## config.mk

```make
export PLATFORM = sky130hd
export DESIGN_NAME = rst_sequencer
export DESIGN_NICKNAME = d
export VERILOG_FILES = /design/src/rtl/rst_sequencer_pkg.sv /design/src/rtl/rst_seq_timer.sv /design/src/rtl/rst_sequencer.sv
export SDC_FILE = /design/constraint.sdc
export NUM_CORES = 1
export LEC_CHECK = 0
export CAP_MARGIN = 20
export CORE_ASPECT_RATIO = 0.9
export CORE_MARGIN = 8
export CORE_UTILIZATION = 30
export CTS_CLUSTER_DIAMETER = 100
export DETAILED_ROUTE_END_ITERATION = 16
export PLACE_DENSITY_LB_ADDON = 0.3
export SETUP_SLACK_MARGIN = 0.1
export SYNTH_ARGS = -nofsm -noshare
export SYNTH_HDL_FRONTEND = slang
export SYNTH_SLANG_ARGS = --single-unit
```

## constraint.sdc

```tcl
create_clock -name clk -period 2.49 [get_ports clk]
set_input_delay 0.498 -clock clk [delete_from_list [all_inputs] [get_ports clk]]
set_output_delay 0.498 -clock clk [all_outputs]
set_load 0.1 [all_outputs]
```

## src/rtl/rst_sequencer_pkg.sv

```systemverilog
// Shared cause codes, FSM state encodings and a constant helper for the reset sequencer.
// Pure declarations; no timing or flow control of its own.
package rst_seq_defs;

  localparam logic [1:0] RST_CAUSE_POR = 2'd0;
  localparam logic [1:0] RST_CAUSE_SW  = 2'd1;
  localparam logic [1:0] RST_CAUSE_WDT = 2'd2;
  localparam logic [1:0] RST_CAUSE_DBG = 2'd3;

  typedef enum logic [1:0] {
    ST_ASSERT  = 2'd0,
    ST_STAGGER = 2'd1,
    ST_RUN     = 2'd2
  } state_t;

  function automatic int max_int(input int a, input int b);
    return (a > b) ? a : b;
  endfunction

endpackage

```

## src/rtl/rst_seq_timer.sv

```systemverilog
// Clearable saturating up-counter; tc is high while the count equals the compare value.
// Count updates one edge after clr/enable; it stops at the compare value and never wraps.
module rst_seq_timer #(
  parameter int W = 4
) (
  input  logic         clk,
  input  logic         rst_n,
  input  logic         clr,
  input  logic [W-1:0] tc_val,
  output logic         tc
);

  logic [W-1:0] cnt;

  always_ff @(posedge clk or negedge rst_n) begin
    if (!rst_n) begin
      cnt <= '0;
    end else if (clr) begin
      cnt <= '0;
    end else if (cnt < tc_val) begin
      cnt <= cnt + W'(1);
    end
  end

  assign tc = (cnt == tc_val);

endmodule

```

## src/rtl/rst_sequencer.sv

```systemverilog
// Merges POR/SW/WDT/DBG requests into a timed hold, then releases domains in order with a gap.
// Optional RST_SEQ_HANDSHAKE_EN: each next release also waits for domain_ready of the previous domain.
module rst_sequencer
  import rst_seq_defs::*;
#(
  parameter int N_DOMAINS   = 3,
  parameter int HOLD_CYCLES = 8,
  parameter int GAP_CYCLES  = 4
) (
  input  logic                 clk,
  input  logic                 rst_n,
  input  logic                 req_sw,
  input  logic                 req_wdt,
  input  logic                 req_dbg,
  output logic [N_DOMAINS-1:0] domain_rst_n,
  output logic                 busy,
  output logic [1:0]           cause
`ifdef RST_SEQ_HANDSHAKE_EN
  ,
  input  logic [N_DOMAINS-1:0] domain_ready
`endif
);

`ifdef RST_SEQ_HANDSHAKE_EN
  localparam bit HS = 1'b1;
`else
  localparam bit HS = 1'b0;
`endif

  localparam int CNT_W = $clog2(max_int(HOLD_CYCLES, GAP_CYCLES) + 1);
  localparam int IDX_W = $clog2(N_DOMAINS + 1);
  localparam logic [CNT_W-1:0] HOLD_TC  = CNT_W'(HOLD_CYCLES - 1);
  localparam logic [CNT_W-1:0] GAP_TC   = CNT_W'(GAP_CYCLES - 1);
  localparam logic [IDX_W-1:0] LAST_IDX = IDX_W'(N_DOMAINS - 1);
  localparam logic [IDX_W-1:0] IDX_N    = IDX_W'(N_DOMAINS);

  state_t               state_q, state_d;
  logic [IDX_W-1:0]     idx_q, idx_d;
  logic [N_DOMAINS-1:0] mask_d;
  logic                 busy_d;
  logic [1:0]           cause_d;

  logic             req_any;
  logic [1:0]       req_cause;
  logic             tmr_clr;
  logic             tmr_tc;
  logic [CNT_W-1:0] tmr_cmp;
  logic             prev_ok;
  logic             last_ok;
  logic             hold_done;
  logic             gap_done;

  assign req_any   = req_sw | req_wdt | req_dbg;
  assign req_cause = req_dbg ? RST_CAUSE_DBG :
                     req_wdt ? RST_CAUSE_WDT : RST_CAUSE_SW;

  // One timer serves both phases; every phase change also clears it.
  assign tmr_cmp = (state_q == ST_ASSERT) ? HOLD_TC : GAP_TC;

  rst_seq_timer #(.W(CNT_W)) u_timer (
    .clk    (clk),
    .rst_n  (rst_n),
    .clr    (tmr_clr),
    .tc_val (tmr_cmp),
    .tc     (tmr_tc)
  );

`ifdef RST_SEQ_HANDSHAKE_EN
  // Ready from a domain still held in reset is masked off.
  always_comb begin
    prev_ok = 1'b0;
    for (int i = 0; i < N_DOMAINS; i++) begin
      if (idx_q == IDX_W'(i + 1)) prev_ok = domain_ready[i] & domain_rst_n[i];
    end
  end
  assign last_ok = domain_ready[N_DOMAINS-1] & domain_rst_n[N_DOMAINS-1];
`else
  assign prev_ok = 1'b1;
  assign last_ok = 1'b0;
`endif

  assign hold_done = (state_q == ST_ASSERT) && tmr_tc;
  assign gap_done  = (state_q == ST_STAGGER) && tmr_tc && prev_ok && (idx_q != IDX_N);

  always_ff @(posedge clk or negedge rst_n) begin
    if (!rst_n) begin
      state_q <= ST_ASSERT;
      idx_q   <= '0;
    end else begin
      state_q <= state_d;
      idx_q   <= idx_d;
    end
  end

  // idx counts released domains; idx == N only occurs while waiting for the last ready.
  always_comb begin
    state_d = state_q;
    idx_d   = idx_q;
    tmr_clr = 1'b0;
    if (req_any) begin
      state_d = ST_ASSERT;
      idx_d   = '0;
      tmr_clr = 1'b1;
    end else begin
      case (state_q)
        ST_ASSERT: begin
          if (hold_done) begin
            tmr_clr = 1'b1;
            idx_d   = IDX_W'(1);
            state_d = (N_DOMAINS == 1 && !HS) ? ST_RUN : ST_STAGGER;
          end
        end
        ST_STAGGER: begin
          if (gap_done) begin
            tmr_clr = 1'b1;
            idx_d   = idx_q + IDX_W'(1);
            if (!HS && idx_q == LAST_IDX) state_d = ST_RUN;
          end else if (HS && idx_q == IDX_N && last_ok) begin
            state_d = ST_RUN;
          end
        end
        default: ;
      endcase
    end
  end

  always_comb begin
    mask_d  = domain_rst_n;
    cause_d = cause;
    if (req_any) begin
      mask_d  = '0;
      cause_d = req_cause;
    end else if (hold_done) begin
      mask_d[0] = 1'b1;
    end else if (gap_done) begin
      for (int i = 0; i < N_DOMAINS; i++) begin
        if (idx_q == IDX_W'(i)) mask_d[i] = 1'b1;
      end
    end
    busy_d = (state_d != ST_RUN);
  end

  always_ff @(posedge clk or negedge rst_n) begin
    if (!rst_n) begin
      domain_rst_n <= '0;
      busy         <= 1'b1;
      cause        <= RST_CAUSE_POR;
    end else begin
      domain_rst_n <= mask_d;
      busy         <= busy_d;
      cause        <= cause_d;
    end
  end

endmodule

```

==> impl_metrics.tcl, run 1 <==
set metrics [dict create \
    status "complete, no violations" \
    clkTransAtPathRegs_ps 90 \
    wl_met1_um 677 \
    gr-total-overflow 0 \
    fin_hold_ws_ps 503 \
    cpLargestDelayFamily "compound AO/OA/AOI/OAI gates" \
    cts_sinks 14 \
    total_power_mw 0.434 \
    rows 16 \
    cts_tree "done" \
    cts_buffer_depth 2 \
    ys_types 27 \
    slowest_stage "a211oi_1" \
    fin_tns_setup_ps 0 \
    ys_seq_area_share_pct 49.6 \
    report.final.setup_viol 0 \
    rsz0062_at_grt "false" \
    hold_viol 0 \
    worst_setup_path_start_kind "flop" \
    maxCapViolations 0 \
    grt_max_degree 15 \
    numCtsBuffers 3 \
    nets 91 \
    ir_drop_mv 0.298 \
    critPathMaxFanout 6 \
    clock_skew_ps 7.42 \
    critPathKind "reg2reg" \
    wl_met3_um 40 \
    hpwl_mm 1.05 \
    antenna_found_initial 0 \
    dr_wl_met2_um 621 \
    drc_errors 0 \
    n_antenna_cell 0 \
    place_congestion 0.732 \
    first_global_vias 520 \
    holdBufCountCts 0 \
    avgSynthCellArea_um2 11.1 \
    die_area_mm2 0.00417 \
    cp_cell_sequence "or2_2 -> ha_1 -> a211oi_1 -> mux2i_1 -> nor2_1" \
    drive_gt1_share_pct 19.0 \
    final_max_slew_viol_count 0 \
    clock.fmax_ghz 0.496 \
    ys_ff_latch 14 \
    ctsResizeCount 0 \
    insertion_delay_ps 280 \
    postCtsSetupRepairBufs 0 \
    start_util_pct 32.2 \
    worstPathRequired_ps 2640 \
    clockRootBuffer "clkbuf_4" \
    final_antenna_net_count 0 \
    coreArea_mm2 0.00220 \
    drt-initial-drc-count 8 \
    period_share_pct 81.0 \
    area_delta_synth_final_pct 23.0 \
    die_h_um 62.1 \
    drtPass1Iterations 3 \
    slew_headroom_pct 57.8 \
    cp-end-kind "flop" \
    die_w_um 67.2 \
    finalWirelength_mm 1.35 \
    fin_util_pct 39.5 \
    htree_num_levels 1 \
    fin_crit_ps 2020 \
    pre_cts_ws_ps 475 \
    fin_ws_ps 474 \
    via_count 501 \
    synth_fp_nets 75 \
    tightestPinTransition_ps 631 \
    critical-path-max-stage-delay_ps 470 \
    p_leak_nw 0.406 \
    io_pins 11 \
    synthCells 64 \
    wl_per_cell_um 12.7 \
    vias_per_cell 4.73 \
    highest-signal-layer "met4" \
    synth_warnings 0 \
    grt_first_pass_wirelength_mm 2.28 \
    cp.arrival_ps 2160 \
    track_usage_pct 7.33 \
    crit_buf_inv 0 \
    worstHoldPathType "reg2reg" \
    portBuffers 10 \
    p_per_area_mw_per_mm2 499 \
    syn_area_um2 708 \
]
## metal layers
layer	track usage, %	vias up
met5	0	-
met4	3.57	0
met3	1.97	2
met2	12.0	7
met1	8.77	233
li1	-	259
## sequential cells by signal, indices dropped and copies added (netlist names)
signal        cells
idx_q             2
busy              1
u_timer.cnt       4
cause             2
state_q           2
domain_rst_n      3
## layout by cell type (no fill, tap or decap), drive strengths merged, types with 2 or more instances in the layout
cell type,synthesis,layout
a21oi,2,2
and3,2,2
buf,0,7
clkbuf,0,4
clkdlybuf4s50,0,4
dfrtp,13,13
ha,6,6
inv,3,3
nor2,8,8
nor2b,2,2
nor3,2,2
o21a,3,3
o21ai,5,5
xnor2,2,2
## path summary, 6_finish.rpt
path                                  from               to  slack [ps]  depth (start not counted)
max                             state_q[1]   u_timer.cnt[1]         470                          5
min                        domain_rst_n[1]  domain_rst_n[1]         500                          2
max reg2reg                     state_q[1]   u_timer.cnt[1]         470                          5
min reg2reg                domain_rst_n[1]  domain_rst_n[1]         500                          2
max in group asynchronous            rst_n   u_timer.cnt[0]        1480                          1
min in group asynchronous            rst_n         idx_q[1]         600                          1
## tightest hold or removal path, stage by stage (launching register included)
cell	delay [ps]
dfrtp_1	360
a31oi_1	40
nor2_1	70
## metrics by stage
| step | instance area [um2] | instances |
|---|---|---|
| floorplan | 708 | 64 |
| global placement | 835 | 102 |
| detailed placement | 835 | 102 |
| CTS | 871 | 106 |
| global route | 871 | 106 |
| finish | 871 | 106 |
## logic make-up (layout without fill, tap and decap cells)
group / count (synthesis) / count (layout) / synth area share [%]
AOI/OAI and AO/OA: 14 / 14 / 12.4
DFF: 14 / 14 / 49.6
xor gates and xnor gates: 2 / 2 / 2.47
adders and majority gates: 6 / 6 / 10.6
and+or+nand+nor: 24 / 24 / 21.9
buffers and inverters: 3 / 18 / 1.59
muxes: 1 / 1 / 1.41
## cells in the mapped netlist
library cell	instances	share of area, %
dfrtp_1	13	46
nor2_1	8	4.2
ha_1	6	11
o21ai_0	5	3.5
inv_1	3	1.6
o21a_1	3	3.2
a21oi_1	2	1.4
and3_1	2	1.8
nor2b_1	2	1.8
nor3_1	2	1.4
xnor2_1	2	2.5
a211oi_1	1	1.1
a31oi_1	1	0.88
a41oi_1	1	1.2
and2_1	1	0.88
and4bb_2	1	1.8
dfstp_2	1	3.7
mux2i_1	1	1.4
nand2_1	1	0.53
nand2b_1	1	0.88
nand3_1	1	0.71
nand4bb_4	1	3.9
nor4b_1	1	1.2
o21bai_1	1	1.1
or2_2	1	0.88
or3_1	1	0.88
or4_1	1	1.1
## layout make-up
cell class | instances | area, um2
clock buffer | 4 | 36.3
fill | 226 | 1330
inverter | 3 | 11.3
multi-input combinational | 47 | 345
sequential | 14 | 352
tap | 27 | 33.8
timing repair buffer | 11 | 92.6
## power by group
group	internal (mW)	total [mW]	switching, mW
clock	0.0889	0.166	0.0775
sequential	0.230	0.232	0.00175
combinational	0.0117	0.0364	0.0248
(Power assumes the default switching activity.)
==> inputs of run 2 (changes only) <==
Clock period 2.49 ns to 2 ns, I/O delays scaled along.
==> run 2 against run 1 <==
  * Total power up 23%
  * First-iteration DRC count down 25%
  * Setup slack worse by 250 ps
  * Utilization up 3.2 points
  * Sequential power up 24%
  * Largest power group unchanged
  * Highest routed layer unchanged
==> impl_metrics.tcl, run 2 (synthesized netlist as in run 1, its figures left out) <==
set metrics [dict create \
    critPathMaxFanout 5 \
    slew_headroom_pct 57.3 \
    cp.arrival_ps 1990 \
    via_count 536 \
    nets 96 \
    final_max_slew_viol_count 0 \
    status "complete, no violations" \
    period_share_pct 88.9 \
    first_global_vias 562 \
    insertion_delay_ps 280 \
    top_register "u_timer.cnt" \
    multi_input_area_um2 365 \
    startpoint "state_q[1]" \
    clockRootBuffer "clkbuf_4" \
    fillCellCount 226 \
    area_delta_synth_final_pct 32.9 \
    drc_errors 0 \
    crit_end "idx_q[1]" \
    grt_max_degree 15 \
    dpl_cell_area_um2 877 \
    clock_skew_ps 6.09 \
    fin_util_pct 42.7 \
    worstHoldPathType "reg2reg" \
    drive_gt1_share_pct 27.4 \
    io_pins 11 \
    final_common_cell "dfrtp_1" \
    r2r_end "idx_q[1]" \
    drtPass1Iterations 3 \
    ir_drop_mv 0.390 \
    total_power_mw 0.536 \
    final_cell_mix "dfrtp_1 (13), buf_4 (11), nor2_1 (8), o21ai_0 (5), ha_1 (5)" \
    r2r_start "state_q[1]" \
    htree_num_levels 1 \
    grt_first_pass_wirelength_mm 2.48 \
    fin_tns_setup_ps 0 \
    largest_reg_flops 4 \
    vias_per_cell 4.83 \
    coreArea_mm2 0.00220 \
    cts_buffer_depth 2 \
    worst_setup_path_start_kind "flop" \
    report.final.setup_viol 0 \
    rsz0062_at_grt "false" \
    tightestPinTransition_ps 638 \
    gr-total-overflow 0 \
    reg2regPathDepth 5 \
    fin_crit_ps 1780 \
    rows 16 \
    r2r_setup_slack_ps 220 \
    die_h_um 62.1 \
    p_per_area_mw_per_mm2 570 \
    numCtsBuffers 3 \
    track_usage_pct 7.95 \
    ff_latch_area_um2 352 \
    finalWirelength_mm 1.42 \
    drt-initial-drc-count 6 \
    cts_tree "done" \
    start_util_pct 32.2 \
    cp-end-kind "flop" \
    worstPathRequired_ps 2220 \
    fin_hold_ws_ps 501 \
    p_leak_nw 0.436 \
    hold_viol 0 \
    critPathKind "reg2reg" \
    portBuffers 10 \
    cts_sinks 14 \
    antenna_found_initial 0 \
    die_w_um 67.2 \
    final_cell_area_um2 941 \
    largest_registers "u_timer.cnt x4, domain_rst_n x3" \
    wl_per_cell_um 12.8 \
    clkTransAtPathRegs_ps 90 \
    hpwl_mm 1.13 \
    clock.fmax_ghz 0.563 \
    final_antenna_net_count 0 \
    maxCapViolations 0 \
    n_antenna_cell 0 \
    die_area_mm2 0.00417 \
    place_congestion 0.762 \
]
run 2: cell types whose count changed in the layout (fill, tap and decap cells not counted), sizes merged:
cell  delta
buf      +5
run 2: where the power goes:
part           switching [mW]  internal (mW)
Clock                  0.0905          0.111
Combinational          0.0312         0.0154
Sequential            0.00228          0.286
Total                   0.124          0.412
run 2: through the flow:
step / cells / worst slack, ps
after floorplan: 64 / 125
after global placement: 106 / 126
after detailed placement: 106 / 70.9
after CTS: 110 / 112
after global routing: 111 / 177
final: 111 / 222
run 2: worst min-delay path by stage:
stage | start | to | slack, ps | cells past startpoint
2_1_floorplan | rst_n | cause[0] | 100 | 0
3_3_place_gp | domain_rst_n[2] | domain_rst_n[2] | 480 | 1
3_5_place_dp | domain_rst_n[2] | domain_rst_n[2] | 480 | 1
4_1_cts | domain_rst_n[1] | domain_rst_n[1] | 510 | 2
5_1_grt | domain_rst_n[1] | domain_rst_n[1] | 540 | 2
6_report | domain_rst_n[1] | domain_rst_n[1] | 500 | 2
run 2: what timing repair did:
item	4_1_cts	5_1_grt
buffers inserted	0	1
pin swaps	0	2
cloned	0	0
hold buffers	0	0
resized for setup	1	2
setup endpoints to repair	1	1
run 2: layer usage:
metal  wire length [um]  up-vias  global-route usage, %
met3                 43        4                   1.79
met2                675        9                   13.2
met1                678      255                   9.12
li1                   -      268                      -
met4                 25        0                   5.06
met5                  0        -                      0
run 2: worst max-delay path, cell delays in order (launching register included):
cell,delay [ps]
dfrtp_1,380
or2_2,330
ha_4,300
nand4bb_4,130
or4_4,440
a21oi_2,140
run 2: area by class of cell:
| cell class | count | share of cell area, % |
|---|---|---|
| well taps | 27 | 3.59 |
| repair buffers | 16 | 15.2 |
| clock buffers | 4 | 3.86 |
| inverters | 3 | 1.20 |
| flip-flops and latches | 14 | 37.4 |
| multi-input cells | 47 | 38.8 |
